File: src/rtl/model_pkg.sv
// Shared types and fixed-point helpers for the buck-boost model.
// Helpers work on a wide signed intermediate so any W up to 64 fits.
package model_pkg;

  localparam int XW = 130;
  typedef logic signed [XW-1:0] wide_t;

  localparam logic [2:0] ENC_IDLE = 3'd0;
  localparam logic [2:0] ENC_RES  = 3'd1;
  localparam logic [2:0] ENC_IND  = 3'd2;
  localparam logic [2:0] ENC_CAP  = 3'd3;
  localparam logic [2:0] ENC_FIN  = 3'd4;

  typedef enum logic [2:0] {
    ST_IDLE = ENC_IDLE,
    ST_RES  = ENC_RES,
    ST_IND  = ENC_IND,
    ST_CAP  = ENC_CAP,
    ST_FIN  = ENC_FIN
  } state_t;

  function automatic wide_t sat_max(input int unsigned w);
    return (wide_t'(1) <<< (w - 1)) - wide_t'(1);
  endfunction

  function automatic logic sat_ovf(input wide_t x, input int unsigned w);
    return (x > sat_max(w)) || (x < (-sat_max(w) - wide_t'(1)));
  endfunction

  function automatic wide_t saturate(input wide_t x, input int unsigned w);
    wide_t v_max;
    wide_t v_min;
    v_max = sat_max(w);
    v_min = -v_max - wide_t'(1);
    if (x > v_max)
      return v_max;
    else if (x < v_min)
      return v_min;
    else
      return x;
  endfunction

  // Negation is applied to the full product before the shift.
  function automatic wide_t mul_shift(input wide_t a, input wide_t b,
                                      input int unsigned dec, input logic neg);
    wide_t v_p;
    v_p = a * b;
    if (neg)
      v_p = -v_p;
    return v_p >>> dec;
  endfunction

endpackage

File: src/rtl/model_fx_mul_sat.sv
// Shared combinational fixed-point multiplier: (+/-)a*b >>> DEC, saturated to W bits.
module model_fx_mul_sat
  import model_pkg::*;
#(
  parameter int W   = 32,
  parameter int DEC = 24
) (
  input  logic signed [W-1:0] i_a,
  input  logic signed [W-1:0] i_b,
  input  logic                i_neg,
  output logic signed [W-1:0] o_p,
  output logic                o_ovf
);

  wide_t w_raw;

  assign w_raw = mul_shift(wide_t'(i_a), wide_t'(i_b), DEC, i_neg);
  assign o_p   = W'(saturate(w_raw, W));
  assign o_ovf = sat_ovf(w_raw, W);

endmodule

File: src/rtl/model_buck_boost_l2.sv
// Level 2 buck-boost model: N_CH channels stepped in turn through one multiplier,
// with optional diode blocking, saturating arithmetic and a ce/busy/done handshake.
module model_buck_boost_l2
  import model_pkg::*;
#(
  parameter int MODEL_DATA_WIDTH         = 32,
  parameter int MODEL_DATA_WIDTH_DECIMAL = 24,
  parameter int N_CH                     = 2
) (
  input  logic                               aclk,
  input  logic                               resetn,
  input  logic                               ce,
  input  logic                               dcm_en,
  input  logic [N_CH-1:0]                    s1,
  input  logic [MODEL_DATA_WIDTH-1:0]        kL,
  input  logic [MODEL_DATA_WIDTH-1:0]        kC,
  input  logic [MODEL_DATA_WIDTH-1:0]        kR,
  input  logic [MODEL_DATA_WIDTH-1:0]        vdc,
  output logic [N_CH*MODEL_DATA_WIDTH-1:0]   iL,
  output logic [N_CH*MODEL_DATA_WIDTH-1:0]   vO,
  output logic [N_CH*MODEL_DATA_WIDTH-1:0]   iO,
  output logic                               busy,
  output logic                               done,
  output logic                               sat,
  output logic                               overrun
);

  localparam int W  = MODEL_DATA_WIDTH;
  localparam int CW = (N_CH > 1) ? $clog2(N_CH) : 1;
  localparam logic [CW-1:0] LAST_CH = CW'(N_CH - 1);

  state_t                r_state;
  state_t                w_state_next;
  logic [CW-1:0]         r_ch;
  logic [N_CH-1:0]       r_s1c;
  logic                  r_dcm;
  logic signed [W-1:0]   r_il [N_CH];
  logic signed [W-1:0]   r_vo [N_CH];
  logic signed [W-1:0]   r_io [N_CH];
  logic signed [W-1:0]   r_io_cur;
  logic signed [W-1:0]   r_pl;
  logic                  r_sat;
  logic                  r_overrun;

  logic                  w_s1_ch;
  logic signed [W-1:0]   w_il_ch;
  logic signed [W-1:0]   w_vo_ch;
  logic signed [W-1:0]   w_vl;
  logic signed [W-1:0]   w_mul_a;
  logic signed [W-1:0]   w_mul_b;
  logic                  w_mul_neg;
  logic signed [W-1:0]   w_mul_p;
  logic                  w_mul_ovf;
  wide_t                 w_il_sum;
  logic signed [W-1:0]   w_il_sat;
  logic signed [W-1:0]   w_il_n;
  logic                  w_diode_off;
  wide_t                 w_ic_raw;
  logic signed [W-1:0]   w_ic;
  wide_t                 w_vo_sum;
  logic signed [W-1:0]   w_vo_n;
  logic                  w_cap_ovf;
  logic                  w_sat_evt;

  assign w_s1_ch = r_s1c[r_ch];
  assign w_il_ch = r_il[r_ch];
  assign w_vo_ch = r_vo[r_ch];
  assign w_vl    = w_s1_ch ? $signed(vdc) : w_vo_ch;

  // The CAP-phase current and voltage update, all from pre-step values.
  assign w_il_sum    = wide_t'(w_il_ch) + wide_t'(r_pl);
  assign w_il_sat    = W'(saturate(w_il_sum, W));
  assign w_diode_off = !w_s1_ch && r_dcm && (w_il_ch <= 0);
  assign w_il_n      = (!w_s1_ch && r_dcm && (w_diode_off || (w_il_sat < 0))) ? '0 : w_il_sat;
  assign w_ic_raw    = (w_s1_ch || w_diode_off) ? -wide_t'(r_io_cur)
                                                : wide_t'(w_il_ch) - wide_t'(r_io_cur);
  assign w_ic        = W'(saturate(w_ic_raw, W));
  assign w_vo_sum    = wide_t'(w_vo_ch) + wide_t'(w_mul_p);
  assign w_vo_n      = W'(saturate(w_vo_sum, W));
  assign w_cap_ovf   = sat_ovf(w_il_sum, W) || sat_ovf(w_ic_raw, W) || sat_ovf(w_vo_sum, W);

  always_comb begin
    w_mul_a   = '0;
    w_mul_b   = '0;
    w_mul_neg = 1'b0;
    w_sat_evt = 1'b0;
    case (r_state)
      ST_RES: begin
        w_mul_a   = w_vo_ch;
        w_mul_b   = $signed(kR);
        w_sat_evt = w_mul_ovf;
      end
      ST_IND: begin
        w_mul_a   = w_vl;
        w_mul_b   = $signed(kL);
        w_mul_neg = 1'b1;
        w_sat_evt = w_mul_ovf;
      end
      ST_CAP: begin
        w_mul_a   = w_ic;
        w_mul_b   = $signed(kC);
        w_sat_evt = w_mul_ovf || w_cap_ovf;
      end
      default: ;
    endcase
  end

  model_fx_mul_sat #(
    .W   (W),
    .DEC (MODEL_DATA_WIDTH_DECIMAL)
  ) u_mul (
    .i_a   (w_mul_a),
    .i_b   (w_mul_b),
    .i_neg (w_mul_neg),
    .o_p   (w_mul_p),
    .o_ovf (w_mul_ovf)
  );

  always_comb begin
    w_state_next = r_state;
    busy         = 1'b0;
    done         = 1'b0;
    case (r_state)
      ST_IDLE: if (ce) w_state_next = ST_RES;
      ST_RES: begin
        busy         = 1'b1;
        w_state_next = ST_IND;
      end
      ST_IND: begin
        busy         = 1'b1;
        w_state_next = ST_CAP;
      end
      ST_CAP: begin
        busy         = 1'b1;
        w_state_next = (r_ch == LAST_CH) ? ST_FIN : ST_RES;
      end
      ST_FIN: begin
        done         = 1'b1;
        w_state_next = ST_IDLE;
      end
      default: w_state_next = ST_IDLE;
    endcase
  end

  always_ff @(posedge aclk or negedge resetn) begin
    if (!resetn) begin
      r_state   <= ST_IDLE;
      r_ch      <= '0;
      r_s1c     <= '0;
      r_dcm     <= 1'b0;
      r_io_cur  <= '0;
      r_pl      <= '0;
      r_sat     <= 1'b0;
      r_overrun <= 1'b0;
      for (int k = 0; k < N_CH; k++) begin
        r_il[k] <= '0;
        r_vo[k] <= '0;
        r_io[k] <= '0;
      end
    end else begin
      r_state <= w_state_next;
      if (ce && (r_state != ST_IDLE))
        r_overrun <= 1'b1;
      if (w_sat_evt)
        r_sat <= 1'b1;
      case (r_state)
        ST_IDLE: if (ce) begin
          r_s1c <= s1;
          r_dcm <= dcm_en;
          r_ch  <= '0;
        end
        ST_RES: begin
          r_io[r_ch] <= w_mul_p;
          r_io_cur   <= w_mul_p;
        end
        ST_IND: r_pl <= w_mul_p;
        ST_CAP: begin
          r_il[r_ch] <= w_il_n;
          r_vo[r_ch] <= w_vo_n;
          if (r_ch != LAST_CH)
            r_ch <= r_ch + 1'b1;
        end
        default: ;
      endcase
    end
  end

  for (genvar gi = 0; gi < N_CH; gi++) begin : g_pack
    assign iL[gi*W +: W] = r_il[gi];
    assign vO[gi*W +: W] = r_vo[gi];
    assign iO[gi*W +: W] = r_io[gi];
  end

  assign sat     = r_sat;
  assign overrun = r_overrun;

endmodule

File: config.mk
export PLATFORM = sky130hd
export DESIGN_NAME = model_buck_boost_l2
export DESIGN_NICKNAME = d
export VERILOG_FILES = /design/src/rtl/model_pkg.sv /design/src/rtl/model_fx_mul_sat.sv /design/src/rtl/model_buck_boost_l2.sv
export SDC_FILE = /design/constraint.sdc
export NUM_CORES = 2
export LEC_CHECK = 0
export ABC_AREA = 1
export CAP_MARGIN = 5
export CELL_PAD_IN_SITES_DETAIL_PLACEMENT = 0
export CELL_PAD_IN_SITES_GLOBAL_PLACEMENT = 1
export CORE_ASPECT_RATIO = 0.6
export CORE_MARGIN = 10
export CORE_UTILIZATION = 45
export DETAILED_ROUTE_END_ITERATION = 7
export DONT_BUFFER_PORTS = 1
export PLACE_DENSITY_LB_ADDON = 0.15
export SLEW_MARGIN = 15
export SYNTH_ARGS = -nofsm -noshare
export SYNTH_HDL_FRONTEND = slang
export SYNTH_SLANG_ARGS = --single-unit
export TNS_END_PERCENT = 50
File: constraint.sdc
create_clock -name aclk -period 38.9 [get_ports aclk]
set_input_delay 11.67 -clock aclk [delete_from_list [all_inputs] [get_ports aclk]]
set_output_delay 11.67 -clock aclk [all_outputs]
set_load 0.03 [all_outputs]
==> impl_metrics.env <==
export IMPL_drt_iter0_markers=6026
export IMPL_clk_path_buf_depth=3
export IMPL_cp_slowest_stage_delay_ns=1.02
export IMPL_cts_htree_levels=1
export IMPL_setup_tns_final_ns=0
export IMPL_cts_root_buf="clkbuf_16"
export IMPL_cts_hold_buffers_added=0
export IMPL_critPathRequiredTime_ns=39.35
export IMPL_cts_setup_buffers=0
export IMPL_die_x_um=484
export IMPL_core_mm2=0.127
export IMPL_synth_edf_count=0
export IMPL_slew_headroom_pct=23.7
export IMPL_die_h_um=298
export IMPL_hp_class="reg2reg"
export IMPL_grt_pass1_wl_um=354000
export IMPL_rsz0062_at_grt="no"
export IMPL_crit_fanout=32
export IMPL_crit_type="in2reg"
export IMPL_wl_per_cell_um=26.4
export IMPL_grtUsageTotal_pct=33.2
export IMPL_die_area_mm2=0.144
export IMPL_clk_latency_ns=0.61
export IMPL_grt_overflow=0
export IMPL_antenna_found_initial=14
export IMPL_period_needed_ns=28.31
export IMPL_synth_distinct_cells=56
export IMPL_syn_area_mm2=0.0581
export IMPL_drive_above_1_share_pct=3.27
export IMPL_routed_wl_um=244000
export IMPL_io_pins=330
export IMPL_crit_top_cell="inv_1"
export IMPL_final_nets=9061
export IMPL_hold_viol=0
export IMPL_initial_utilization_pct=45.6
export IMPL_ctsResizeCount=0
export IMPL_dp_hpwl_um=201000
export IMPL_slew_violations=0
export IMPL_cts_sinks=265
export IMPL_avgSynthCellArea_um2=7.56
export IMPL_cts_buffers=24
export IMPL_drt_first_pass_iters=6
export IMPL_synthArstFlopShare_pct=100
export IMPL_vias=50900
export IMPL_grt_max_degree=266
export IMPL_area_growth_pct=4.88
export IMPL_cts_tree="built"
export IMPL_endpoint_kind="register"
export IMPL_clock_skew_ns=0.0353
export IMPL_status="finished, final reports clean"
export IMPL_critPathArrivalTime_ns=28.76
export IMPL_cp_start_kind="primary input"
export IMPL_critical_path_slowest_cell="fa_1"
export IMPL_synth_nets=9215
export IMPL_fillers=12900
export IMPL_grt_pass1_vias=49500
export IMPL_clkTransAtPathRegs_ns=0.08
export IMPL_ant_nets=0
export IMPL_row_count=101
export IMPL_yosysSeqAreaShare_pct=11.4
export IMPL_yosys_most_used_dff="dfrtp_1"
export IMPL_viasPerCell=5.51
export IMPL_fmax_ghz=0.0353
export IMPL_fin_crit_sh_pct=72.8
export IMPL_dp_cells=9198
export IMPL_synth_cells=7679
export IMPL_yosys_warnings=0
export IMPL_drcViolationCount=0
export IMPL_worst_pin_slew_ns=1.14
export IMPL_ys_ff_latch=265
export IMPL_cap_viol_max_count=0
export IMPL_setup_violations=0
export IMPL_io_buffers=0
export IMPL_stdcell_count=9248
export IMPL_gp_congestion=0.994
## worst max-delay path: cells and delay by family
kind,cells,cell delay [ns]
buffers and inverters,14,2.85
AO/OA/AOI/OAI,15,3.46
adder cells (fa/ha/maj),12,6.59
AND/OR/NAND/NOR,27,3.84
XOR/XNOR,1,0.21
## logic make-up after synthesis
logic type,count (synthesis),share of synthesized area (%)
DFF,265,11.4
adders and majority gates,1402,44.2
AOI/OAI and AO/OA,720,6.94
muxes,13,0.224
buffers and inverters,1997,13.1
and+or+nand+nor,3077,21.0
xor gates and xnor gates,205,3.09
## registers in the layout, indices dropped and copies added (netlist names)
name	cells
r_io_cur	32
r_ch	1
overrun	1
r_state	3
vO	64
r_dcm	1
r_s1c	2
iO	64
r_pl	32
iL	64
sat	1
## per-layer routing
layer	vias up	GRT usage (%)	part of all wire [%]
li1	22400	-	-
met1	25500	52.4	47
met2	2772	40.9	36
met3	206	15.7	16
met4	6	3.79	1.4
met5	-	0	0.012
## through the flow
step                hold WS, ns  util (%)  setup WS [ns]  cell area (um^2)
global placement          0.450      47.1          10.43             60000
detailed placement        0.452      47.1          10.21             60000
floorplan                 0.434         -          13.68             58100
global route              0.492      47.8           9.32             60900
finish                    0.470      47.8          10.59             60900
CTS                       0.472      47.8          10.81             60900
## Yosys cell counts, types with 16 or more instances
library cell / n / share of area [%]
and2_1: 18 / 0.19
xnor2_1: 74 / 1.1
ha_1: 317 / 6.8
buf_1: 27 / 0.17
a31oi_1: 33 / 0.36
nand3_1: 172 / 1.5
a22oi_1: 55 / 0.71
clkinv_1: 23 / 0.15
clkbuf_1: 242 / 1.6
fa_1: 1085 / 37
xor2_1: 131 / 2.0
nor4_1: 16 / 0.17
nor3_1: 38 / 0.33
nand2_2: 36 / 0.39
nand4_1: 36 / 0.39
dfrtp_1: 265 / 11
buf_2: 16 / 0.14
nor2_1: 822 / 5.3
nand2_1: 1906 / 12
o21ai_0: 293 / 2.5
a21oi_1: 225 / 1.9
inv_1: 1670 / 11
o21ai_1: 26 / 0.22
## cell type report
cell class	instances	area [um^2]	share of cell area [%]
flip-flops and latches	265	6640	10.9
clock buffers	26	628	1.03
clock inverters	17	285	0.469
multi-input cells	5417	43900	72.2
well taps	1699	2130	3.49
inverters	1701	6380	10.5
diodes	7	17.5	0.0288
repair buffers	116	871	1.43
## cells in the final DEF, fill, tap and decap left out, types with 11 or more instances in the layout
cell type / n
nor2_1: 814
xnor2_1: 74
inv_1: 1666
fa_1: 1085
nor3_1: 37
nand2_1: 1902
nand3_1: 171
a22oi_1: 55
xor2_1: 131
nor4_1: 15
mux2i_1: 13
inv_2: 11
a21boi_0: 11
clkbuf_16: 24
o21bai_1: 13
a31oi_1: 33
o21ai_1: 27
dfrtp_1: 264
nand4_1: 36
a21o_1: 14
clkinv_1: 24
o21ai_0: 292
a21oi_1: 224
nand2_2: 40
ha_1: 317
and2_1: 16
buf_4: 116
## worst paths after layout
kind	from	to	slack [ns]	depth (start not counted)
setup / recovery	vdc[31]	vO[10]	10.59	69
hold / removal	r_s1c[1]	r_s1c[1]	0.47	2
setup reg to reg	r_ch	vO[10]	14.89	100
hold reg to reg	r_s1c[1]	r_s1c[1]	0.47	2
max in group asynchronous	resetn	r_io_cur[23]	27.38	0
min in group asynchronous	resetn	iO[5]	10.77	0
Power is left out: the tool's default activity adds up to more than one toggle a clock period on the data nets, which glitch-free logic cannot reach.
